### config.mk
export PLATFORM = sky130hd
export DESIGN_NAME = dsp_mac_flat
export DESIGN_NICKNAME = d
export VERILOG_FILES = /design/src/rtl/dsp_mac_if.sv /design/src/rtl/dsp_mac.sv /design/src/flat_wrapper.sv
export SDC_FILE = /design/constraint.sdc
export NUM_CORES = 1
export LEC_CHECK = 0
export BUFFER_PORTS_ARGS = -buffer_cell sky130_fd_sc_hd__clkbuf_2
export CAP_MARGIN = 10
export CORE_ASPECT_RATIO = 1.2
export CORE_UTILIZATION = 30
export DETAILED_ROUTE_END_ITERATION = 8
export PLACE_DENSITY = 0.44
export SLEW_MARGIN = 0
export SYNTH_ARGS = -nofsm -noshare
export SYNTH_HDL_FRONTEND = slang
export SYNTH_SLANG_ARGS = --single-unit
### constraint.sdc
create_clock -name clock -period 7 [get_ports clock]
set_clock_uncertainty 0.2 [all_clocks]
set_input_delay 0.7 -clock clock [delete_from_list [all_inputs] [get_ports clock]]
set_output_delay 0.7 -clock clock [all_outputs]
set_load 0.05 [all_outputs]
### src/rtl/dsp_mac_if.sv
// dsp_mac_if: operand and result streaming bundle for dsp_mac.
// The master modport is the producer/consumer side (drives operands and
// out_ready); the slave modport is the MAC itself.
interface dsp_mac_if #(
    parameter int width     = 16,
    parameter int acc_width = 48
);
    logic                        in_valid;
    logic                        in_ready;
    logic signed [width-1:0]     a;
    logic signed [width-1:0]     b;
    logic                        in_last;
    logic                        out_valid;
    logic                        out_ready;
    logic signed [acc_width-1:0] y;

    modport master (
        output in_valid, a, b, in_last, out_ready,
        input  in_ready, out_valid, y
    );

    modport slave (
        input  in_valid, a, b, in_last, out_ready,
        output in_ready, out_valid, y
    );
endinterface

### src/rtl/dsp_mac.sv
// dsp_mac: three-stage pipelined signed multiply-accumulate with valid/ready
// streaming. Each vector (terminated by in_last) yields one dot-product on y.
// A single global advance freezes the whole pipe while a result waits.
// Optional feature: define DSP_MAC_SATURATE_EN to clamp the accumulation on
// signed overflow instead of wrapping modulo 2^acc_width.
module dsp_mac #(
    parameter int width     = 16,
    parameter int acc_width = 48
) (
    input  logic       clock,
    input  logic       reset,
    dsp_mac_if.slave   bus
);

    logic                        adv;

    logic                        s1_valid_q, s1_valid_d;
    logic signed [width-1:0]     s1_a_q, s1_a_d;
    logic signed [width-1:0]     s1_b_q, s1_b_d;
    logic                        s1_last_q, s1_last_d;

    logic                        s2_valid_q, s2_valid_d;
    logic signed [acc_width-1:0] s2_p_q, s2_p_d;
    logic                        s2_last_q, s2_last_d;

    logic signed [acc_width-1:0] acc_q, acc_d;
    logic signed [acc_width-1:0] y_q, y_d;
    logic                        out_valid_q, out_valid_d;

    logic signed [2*width-1:0]   prod;
    logic signed [acc_width-1:0] sum_raw;
    logic signed [acc_width-1:0] sum;

    // Whole pipe moves unless a finished result is sitting unconsumed.
    assign adv          = !(out_valid_q && !bus.out_ready);
    assign bus.in_ready = adv;
    assign bus.out_valid = out_valid_q;
    assign bus.y         = y_q;

    // Stage 1: capture the operand beat.
    always_comb begin
        s1_valid_d = s1_valid_q;
        s1_a_d     = s1_a_q;
        s1_b_d     = s1_b_q;
        s1_last_d  = s1_last_q;
        if (adv) begin
            s1_valid_d = bus.in_valid;
            if (bus.in_valid) begin
                s1_a_d    = bus.a;
                s1_b_d    = bus.b;
                s1_last_d = bus.in_last;
            end
        end
    end

    // Stage 2: signed product, sign-extended to the accumulator width.
    always_comb begin
        prod       = s1_a_q * s1_b_q;
        s2_valid_d = s2_valid_q;
        s2_p_d     = s2_p_q;
        s2_last_d  = s2_last_q;
        if (adv) begin
            s2_valid_d = s1_valid_q;
            if (s1_valid_q) begin
                s2_p_d    = acc_width'(prod);
                s2_last_d = s1_last_q;
            end
        end
    end

`ifdef DSP_MAC_SATURATE_EN
    // Accumulate with clamping: overflow only when both addends share a sign
    // and the raw sum's sign differs from it.
    always_comb begin
        sum_raw = acc_q + s2_p_q;
        sum     = sum_raw;
        if (!acc_q[acc_width-1] && !s2_p_q[acc_width-1] && sum_raw[acc_width-1]) begin
            sum = {1'b0, {(acc_width-1){1'b1}}};
        end else if (acc_q[acc_width-1] && s2_p_q[acc_width-1] && !sum_raw[acc_width-1]) begin
            sum = {1'b1, {(acc_width-1){1'b0}}};
        end
    end
`else
    // Accumulate with plain two's-complement wraparound.
    always_comb begin
        sum_raw = acc_q + s2_p_q;
        sum     = sum_raw;
    end
`endif

    // Stage 3: fold the product into acc; a last beat publishes and clears.
    always_comb begin
        acc_d       = acc_q;
        y_d         = y_q;
        out_valid_d = out_valid_q;
        if (adv) begin
            // adv implies any held result is being taken this edge.
            out_valid_d = 1'b0;
            if (s2_valid_q) begin
                if (s2_last_q) begin
                    y_d         = sum;
                    out_valid_d = 1'b1;
                    acc_d       = '0;
                end else begin
                    acc_d = sum;
                end
            end
        end
    end

    // State registers; reset discards in-flight beats and partial sums.
    always_ff @(posedge clock or negedge reset) begin
        if (!reset) begin
            s1_valid_q  <= 1'b0;
            s1_a_q      <= '0;
            s1_b_q      <= '0;
            s1_last_q   <= 1'b0;
            s2_valid_q  <= 1'b0;
            s2_p_q      <= '0;
            s2_last_q   <= 1'b0;
            acc_q       <= '0;
            y_q         <= '0;
            out_valid_q <= 1'b0;
        end else begin
            s1_valid_q  <= s1_valid_d;
            s1_a_q      <= s1_a_d;
            s1_b_q      <= s1_b_d;
            s1_last_q   <= s1_last_d;
            s2_valid_q  <= s2_valid_d;
            s2_p_q      <= s2_p_d;
            s2_last_q   <= s2_last_d;
            acc_q       <= acc_d;
            y_q         <= y_d;
            out_valid_q <= out_valid_d;
        end
    end

endmodule

### src/flat_wrapper.sv
// flat-port wrapper written by rule: the top's interface ports become plain ports
module dsp_mac_flat 
#(
    parameter int width     = 16,
    parameter int acc_width = 48
)
  (clock, reset, bus_in_valid, bus_a, bus_b, bus_in_last, bus_out_ready, bus_in_ready, bus_out_valid, bus_y);
  dsp_mac_if #(.width(width), .acc_width(acc_width)) bus_i ();
  input  logic clock;
  input  logic reset;
  input wire logic [$bits(bus_i.in_valid)-1:0] bus_in_valid;
  input wire logic [$bits(bus_i.a)-1:0] bus_a;
  input wire logic [$bits(bus_i.b)-1:0] bus_b;
  input wire logic [$bits(bus_i.in_last)-1:0] bus_in_last;
  input wire logic [$bits(bus_i.out_ready)-1:0] bus_out_ready;
  output wire logic [$bits(bus_i.in_ready)-1:0] bus_in_ready;
  output wire logic [$bits(bus_i.out_valid)-1:0] bus_out_valid;
  output wire logic [$bits(bus_i.y)-1:0] bus_y;
  assign bus_i.in_valid = bus_in_valid;
  assign bus_i.a = bus_a;
  assign bus_i.b = bus_b;
  assign bus_i.in_last = bus_in_last;
  assign bus_i.out_ready = bus_out_ready;
  assign bus_in_ready = bus_i.in_ready;
  assign bus_out_valid = bus_i.out_valid;
  assign bus_y = bus_i.y;
  dsp_mac #(.width(width), .acc_width(acc_width)) u_core (.clock(clock), .reset(reset), .bus(bus_i));
endmodule
=== Word level (Yosys, flattened, before mapping) ===
Index checks and enable logic that the tools add are counted.

* Add/subtract/negate cells: 1
* Muxes and demuxes: 3
* Multipliers: 1
* Reduce and logical (&&, ||, !) cells: 7
* Bitwise gates (word level): 1

{| class="wikitable"
|+ Operators by type and width
! operator !! count
|-
| $add A48 B32 Y48 || 1
|-
| $mux W48 || 1
|-
| $mul A16 B16 Y32 || 1
|-
| $reduce_and A2 Y1 || 3
|-
| $reduce_and A3 Y1 || 1
|-
| $logic_not A1 Y1 || 2
|-
| $mux W1 || 2
|-
| $logic_and A1 B1 Y1 || 1
|-
| $not A1 Y1 || 1
|}

* Output and inout bits: 50
* Word-level logic and storage cells: 23
* Input port bits: 37
* Register bits after elaboration: 165

=== Longest topological paths before layout ===
Gate-level depths: netlist (run 1).

* Word-level depth: 4
* Depth in mapped cells: 24
* Depth with buffers taken out: 23

=== Worst setup path before layout (run 1) ===
Ideal clock, no wire load.

* Path type: register to register
* From: register u_core.s1_a_q[15]
* To: register u_core.s2_p_q[31] (netlist name)
* Stages on the path, launching flop included: 20
* Clock period less this slack: 6214 ps
* Arrival: 5883 ps
* Path buffers: 1
* Setup time: 131 ps
* Path slack: 786 ps
* Required time: 6669 ps
* Cell sequence: dfrtp_1 -> clkbuf_1 -> nand2_1 -> fa_1 -> inv_1 -> fa_1 -> inv_1 -> fa_1 -> fa_1 -> fa_1 -> fa_1 -> inv_1 -> ha_1 -> and4_1 -> a221o_1 -> a32oi_1 -> o211ai_1 -> a31oi_1 -> xnor2_1 -> o21ai_1

* Longest elaborated chain between the ends: 1

{| class="wikitable"
|+ Ends and longest elaborated chain
! what !! RTL line !! source
|-
| start: declaration || dsp_mac.sv:18 || <nowiki>logic signed [width-1:0] s1_a_q, s1_a_d;</nowiki>
|-
| start signal: assignment || dsp_mac.sv:115 || <nowiki>s1_a_q <= '0;</nowiki>
|-
| start signal: assignment || dsp_mac.sv:126 || <nowiki>s1_a_q <= s1_a_d;</nowiki>
|-
| $mul A16 B16 Y32 || dsp_mac.sv:58 || <nowiki>prod = s1_a_q * s1_b_q;</nowiki>
|}

No other way between the ends.
A chain may end at the register's enable or synchronous reset.

=== Final worst setup path (run 1) ===
* From: register u_core.s1_b_q[7]
* To: register u_core.s2_p_q[28]

* Longest elaborated chain between the ends: 1

{| class="wikitable"
|+ Ends and longest elaborated chain
! what !! RTL line !! source
|-
| start: declaration || dsp_mac.sv:19 || <nowiki>logic signed [width-1:0] s1_b_q, s1_b_d;</nowiki>
|-
| start signal: assignment || dsp_mac.sv:116 || <nowiki>s1_b_q <= '0;</nowiki>
|-
| start signal: assignment || dsp_mac.sv:127 || <nowiki>s1_b_q <= s1_b_d;</nowiki>
|-
| $mul A16 B16 Y32 || dsp_mac.sv:58 ||
|-
| end signal: assignment || dsp_mac.sv:130 || <nowiki>s2_p_q <= s2_p_d;</nowiki>
|-
| end: declaration || dsp_mac.sv:23 || <nowiki>logic signed [acc_width-1:0] s2_p_q, s2_p_d;</nowiki>
|}

No other way between the ends.

==> parameters.txt, run 1 <==
Parameter                              Value

Finish
  Count of antenna diodes in the layout    0
  Post-layout instance area    20780 µm²
  Fillers    about 6.5k
  Nets    2502
  Fraction of final layout cells with drive strength greater than 1    0.09741
  Multi-input logic area    roughly 13000 µm²
  Sequential cell area in the final layout    approximately 4100 µm²
  Layout area overhead    10.02%

Critical path
  Critical Path Sink Type    flop
  Type of element launching the critical path    flop
  Worst r2r src    u_core.s1_b_q[7]
  Critical setup path kind    reg2reg
  Number of cells on the worst reg-to-reg path    21
  End of the critical path    u_core.s2_p_q[28]
  Worst path required time    7130 ps
  Critical R2R Capture    u_core.s2_p_q[28]
  Crit path max fanout    17
  R2R setup slack    320 ps
  Startpoint of the most critical setup path    u_core.s1_b_q[7]
  Arrival time of the worst setup path    6810 ps

Synth
  Post-synth top area share    0.2788
  Number of flops mapped to enable cells by yosys    0
  Net count after synthesis    2452
  Post-synthesis instance area    18890 µm²
  Most frequently used cell type in the post-synthesis netlist    inv_1
  Synth area leaders    fa_1, dfrtp_1, ha_1
  Fraction of synthesis flops using an asynchronous set or reset pin    1.000
  Ys Warns    0
  Dominant synthesized flop cell    dfrtp_1
  Number of library cell types mapped by synthesis    72
  Cell type with the highest aggregate area in the netlist    fa_1
  Syn Inst Count    between 2k and 2.5k
  Seq cells post-synth    165
  Synth top cells by count    inv_1, nand2_1, fa_1
  Share of the yosys chip area belonging to registers    0.2186
  Post-Synthesis Mean Instance Area    9.335 µm²

Timing
  Setup repair after global routing missed its margin    false
  Final worst-path setup slack    approximately 320 ps
  Ratio of final minimum period to clock period    0.9545
  Minimum clock period after layout    6682 ps
  Final hold violation count    0
  Aggregate negative setup slack    0 ps
  Setup-violating endpoint count in the final report    0
  Number of pins exceeding their max-slew limit in the final report    0
  Peak Freq    149.7 MHz
  Relative slew slack    0.3211
  Fin Hold WS    roughly 220 ps
  Least-Margin Pin Slew    1015 ps

Global routing
  Maximum number of pins on one net before global-route repair    64
  Initial antenna violation count    0
  Total routing usage reported by global routing    0.1734
  GRT Residual Overflow    0
  Via count of the first global-routing pass    15.03k
  First-pass GRT wire length    about 86000 µm

Placement
  IO Port Bufs    86
  Post-Place Worst Slack    353.7 ps
  Placed cell areas    20230 µm²
  Post-DP HPWL    approximately 42000 µm
  Last weighted congestion value of the routability-driven placer    0.8417

Clocking
  CTS tree    yes
  Clock sink count    165
  Cts bufs inserted    17
  Post-CTS sizing    0
  H-Tree Depth    4
  Insertion delay to the later sink of the worst-skew pair    ~500 ps
  Cell at the root of the clock tree    clkbuf_16
  Number of buffers on the longest clock path    2
  Clk slew on worst S/H paths    80 ps

Route
  DRC violation count after routing    0
  Routed wl met3    1424 µm
  Met1 wire length    24280 µm
  Via density per instance    4.833
  Routed WL    52850 µm
  Count of nets left with antenna violations after detail routing    0
  Drt initial violations    710
  Per-cell routed wire length    18.22 µm
  Number of detailed-routing iterations run before antenna repair    5
  Wire length on met2    26210 µm
  Via Count    roughly 14k
  Highest routing layer actually used    met4

Run
  Max-cap violation count    0

Floorplanning
  Die X-Extent    231.0 µm
  Num ports    87
  Die Area    63960 µm²
  Die Height    276.9 µm
  Initial core utilization    0.3037
  Site row count    100
  Total core area    62180 µm²

Min path
  Start point of the worst min-delay path    bus_b[6]
  Min-Delay Path Class    in2reg

Run status
  Outcome    complete, no violations
-- through the flow --
step | util | std cells
2_1_floorplan | - | 2023
3_3_place_gp | 0.3254 | 2869
3_5_place_dp | 0.3254 | 2869
4_1_cts | 0.3341 | 2900
5_1_grt | 0.3341 | 2900
6_report | 0.3341 | 2900
-- per-layer routing --
metal | GRT usage | vias to the layer above
li1 | - | 6673
met4 | 0.04670 | 0
met1 | 0.2271 | 7066
met2 | 0.2950 | 227
met5 | 0 | -
met3 | 0.02687 | 50
-- repair_timing --
action                                 4_1_cts  5_1_grt
setup buffers                                0        0
hold buffers                                 1        0
endpoints found under the hold margin       26        0
-- registers in the layout (all words and copies together) (netlist names) --
register              count
u_core.acc_q             48
u_core.bus.y             48
u_core.s2_p_q            32
u_core.s1_a_q            16
u_core.s1_b_q            16
u_core.bus.out_valid      1
u_core.s1_last_q          1
u_core.s1_valid_q         1
u_core.s2_last_q          1
u_core.s2_valid_q         1
-- cell type report --
class,instances,area share
Clock buffer,20,0.02198
Tap cell,816,0.04914
Multi-Input combinational cell,1444,0.6354
Sequential cell,165,0.1987
Timing Repair Buffer,113,0.03101
Clock inverter,10,0.003734
Inverter,332,0.05998
-- how the worst min path moves through the flow --
stage / endpoint / cells after the start / slack (ps)
CTS: u_core.s1_b_q[6] / 2 / 190
detailed placement: u_core.bus.y[0] / 2 / 270
global route: u_core.s1_b_q[12] / 2 / 200
global placement: u_core.s2_last_q / 2 / 260
floorplan: u_core.acc_q[0] / 0 / 200
finish: u_core.s1_b_q[6] / 2 / 220
-- kinds of logic (layout without fill, tap and decap cells) --
| family | Yosys count | after routing | synth area share |
|---|---|---|---|
| AOI/OAI and AO/OA | 357 | 357 | 0.1297 |
| and+or+nand+nor | 590 | 590 | 0.1499 |
| xor gates and xnor gates | 59 | 59 | 0.02736 |
| adders and majority gates | 392 | 392 | 0.3643 |
| DFF | 165 | 165 | 0.2186 |
| buffers and inverters | 414 | 475 | 0.08288 |
| muxes | 46 | 46 | 0.02736 |
-- cells in the final DEF, fill, tap and decap left out, types with 12 or more instances in the layout --
master and n:
nor2_1 58, o21ai_0 65, a21o_1 35, dfrtp_1 165, o31ai_1 21, and2_1 129, xor2_1 25, buf_4 26
nand4_1 14, nand2_1 275, o21a_1 15, nor3_1 17, inv_1 332, clkbuf_16 17, a211oi_1 14, xnor2_1 34
a22o_1 27, clkbuf_2 85, nor2b_1 16, ha_1 129, o21bai_1 12, a21oi_1 76, nand3_1 21, mux2_2 45
fa_1 263
-- critical path: stages (launching register included) --
cell and delay, ps:
dfrtp_1 780, nand2_1 170, fa_1 570, inv_1 50, fa_1 500, inv_1 60
fa_1 530, inv_1 50, fa_1 390, fa_1 510, inv_1 50, fa_1 480
inv_1 40, ha_1 350, a21o_1 190, a21oi_1 180, o21ai_0 100, a221oi_1 510
nand2_1 220, a211oi_1 330, xor2_1 170, o21ai_0 80
Power of run 1 is not shown: default switching activity piles up to over one toggle a cycle in this logic, so the estimate is an artifact.
==> run 2: changes to the inputs <==
- PLACE_DENSITY: 0.44 -> unset
==> run 2 against run 1 <==
Effect of this change:
- core utilization is 0.076 points higher
- design area is 0.23% higher
- fmax is 0.52% higher
- final cell count hardly changed
- critical path depth is 1 lower
- first-iteration DRC count is 24% higher
- flip-flop and latch count stayed put
- via count is 1.3% higher
- largest cell class unchanged
==> parameters.txt, run 2 (synthesis results as in run 1) <==
Parameter                              Value

Run status
  Outcome    complete, no violations (unchanged)

Timing
  Least-Margin Pin Slew    997.5 ps (was 1015 ps)
  Setup-violating endpoint count in the final report    0 (unchanged)
  Aggregate negative setup slack    0 ps (unchanged)
  Minimum clock period after layout    6647 ps (was 6682 ps)
  Number of pins exceeding their max-slew limit in the final report    0 (unchanged)
  Final hold violation count    0 (unchanged)
  Peak Freq    150.4 MHz (was 149.7 MHz)
  Ratio of final minimum period to clock period    0.9496 (was 0.9545)
  Relative slew slack    0.3327 (was 0.3211)
  Setup repair after global routing missed its margin    false (unchanged)

Floorplanning
  Die Area    63960 µm² (unchanged)
  Num ports    87 (unchanged)
  Initial core utilization    0.3037 (unchanged)
  Site row count    100 (unchanged)
  Total core area    62180 µm² (unchanged)
  Die Height    276.9 µm (unchanged)
  Die X-Extent    231.0 µm (unchanged)

Critical path
  Critical path, cell by cell    nand2_1 -> fa_1 -> inv_1 -> fa_1 -> fa_1 -> fa_1 -> fa_1 -> inv_1 -> fa_1 -> inv_1 -> ha_1 -> a21o_1 -> a21o_1 -> a221o_1 -> a32oi_1 -> buf_4 -> o211ai_1 -> a31oi_1 -> xnor2_1 -> o21ai_1 (was nand2_1 -> fa_1 -> inv_1 -> fa_1 -> inv_1 -> fa_1 -> inv_1 -> fa_1 -> fa_1 -> inv_1 -> fa_1 -> inv_1 -> ha_1 -> a21o_1 -> a21oi_1 -> o21ai_0 -> a221oi_1 -> nand2_1 -> a211oi_1 -> xor2_1 -> o21ai_0)
  Critical Path Sink Type    flop (unchanged)
  Worst path required time    7120 ps (was 7130 ps)
  Type of element launching the critical path    flop (unchanged)
  Critical setup path kind    reg2reg (unchanged)
  Slowest cell on the critical path    dfrtp_1 (unchanged)
  Most prevalent standard cell on the critical path    fa_1 (unchanged)
  Worst path max stage delay    790 ps (was 780 ps)
  Crit path max fanout    17 (unchanged)
  R2R setup slack    350 ps (was 320 ps)
  Arrival time of the worst setup path    6760 ps (was 6810 ps)

Finish
  Count of antenna diodes in the layout    0 (unchanged)
  Most frequent standard cell in the layout excluding fill and tap cells    inv_1 (unchanged)
  Top library cells by usage in the layout, fill and taps aside    inv_1, nand2_1, fa_1 (unchanged)
  Fraction of final layout cells with drive strength greater than 1    0.09654 (was 0.09741)
  Layout area overhead    10.27% (was 10.02%)
  Fillers    6293 (was 6460)
  Nets    2498 (was 2502)

Global routing
  Total routing usage reported by global routing    0.1610 (was 0.1734)
  Maximum number of pins on one net before global-route repair    73 (was 64)
  Via count of the first global-routing pass    15.40k (was 15.03k)
  First-pass GRT wire length    81640 µm (was 85780 µm)
  Initial antenna violation count    0 (unchanged)
  GRT Residual Overflow    0 (unchanged)

Run
  Max-cap violation count    0 (unchanged)

Route
  Routed WL    49650 µm (was 52850 µm)
  Drt initial violations    879 (was 710)
  Via density per instance    4.898 (was 4.833)
  Via Count    14.19k (was 14.02k)
  DRC violation count after routing    0 (unchanged)
  Count of nets left with antenna violations after detail routing    0 (unchanged)
  Number of detailed-routing iterations run before antenna repair    5 (unchanged)
  Per-cell routed wire length    17.13 µm (was 18.22 µm)

Clocking
  Clock sink count    165 (unchanged)
  Cts bufs inserted    17 (unchanged)
  Number of buffers on the longest clock path    2 (unchanged)
  H-Tree Depth    4 (unchanged)
  Clk slew on worst S/H paths    70 ps (was 80 ps)
  CTS tree    yes (unchanged)
  Cell at the root of the clock tree    clkbuf_16 (unchanged)
  Insertion delay to the later sink of the worst-skew pair    480 ps (was 500 ps)
  Hold-fix buffer count after cts    0 (was 1)

Placement
  Last weighted congestion value of the routability-driven placer    0.8985 (was 0.8417)
  Post-DP HPWL    39950 µm (was 41860 µm)
  IO Port Bufs    86 (unchanged)

Min path
  Min-Delay Path Class    in2async (was in2reg)
==> run 2: final timing paths <==
check	endpoint	startpoint	cells after the start
hold / removal	u_core.bus.y[34]	reset	1
min in group clock	u_core.s1_b_q[11]	bus_b[11]	2
setup reg to reg	u_core.s2_p_q[31]	u_core.s1_b_q[4]	20
setup / recovery	u_core.s2_p_q[31]	u_core.s1_b_q[4]	20
max in group asynchronous	u_core.s1_a_q[1]	reset	2
hold reg to reg	u_core.bus.y[4]	u_core.bus.y[4]	2
==> run 2: routing by layer <==
metal  track usage  routed length, µm  part of all wire
met2        0.2855              25180              0.51
met5             0                  0                 0
met3       0.02121               1851             0.037
met1        0.1963              21230              0.43
met4       0.06113               1397             0.028
==> run 2: final cells by class <==
| class | count | area [µm²] | share of cell area |
|---|---|---|---|
| Multi-Input combinational cell | 1444 | 13210 | 0.6343 |
| Sequential cell | 165 | 4129 | 0.1983 |
| Inverter | 332 | 1246 | 0.05984 |
| Tap cell | 816 | 1021 | 0.04903 |
| Timing Repair Buffer | 109 | 609.3 | 0.02926 |
| Clock buffer | 22 | 464.2 | 0.02229 |
| Clock inverter | 10 | 146.4 | 0.007030 |
==> run 2: timing repair <==
action                                  CTS  global route
buffers inserted                          0             0
resized for setup                         0             1
endpoints found under the setup margin    0             1
==> run 2: worst max-delay path: cells and delay by family (launching register included) <==
kind            cells  cell delay, ps
buf+inv             4             340
fa+ha+maj           7            3380
flops               1             790
compound gates      7            1310
simple gates        1             280
xor+xnor            1             150
==> run 2: metrics by stage <==
stage / instances / setup slack, ps / hold slack [ps] / util / instance area [µm²]
detailed placement: 2866 / 401.3 / 268.0 / 0.3250 / 20210
global placement: 2866 / 549.4 / 263.9 / 0.3250 / 20210
floorplan: 2023 / 785.7 / 204.4 / - / 18890
CTS: 2898 / 382.2 / 61.35 / 0.3348 / 20820
finish: 2898 / 352.8 / 8.761 / 0.3349 / 20830
global route: 2898 / 64.73 / 68.65 / 0.3349 / 20830
Power of run 2 is left out for the same reason.
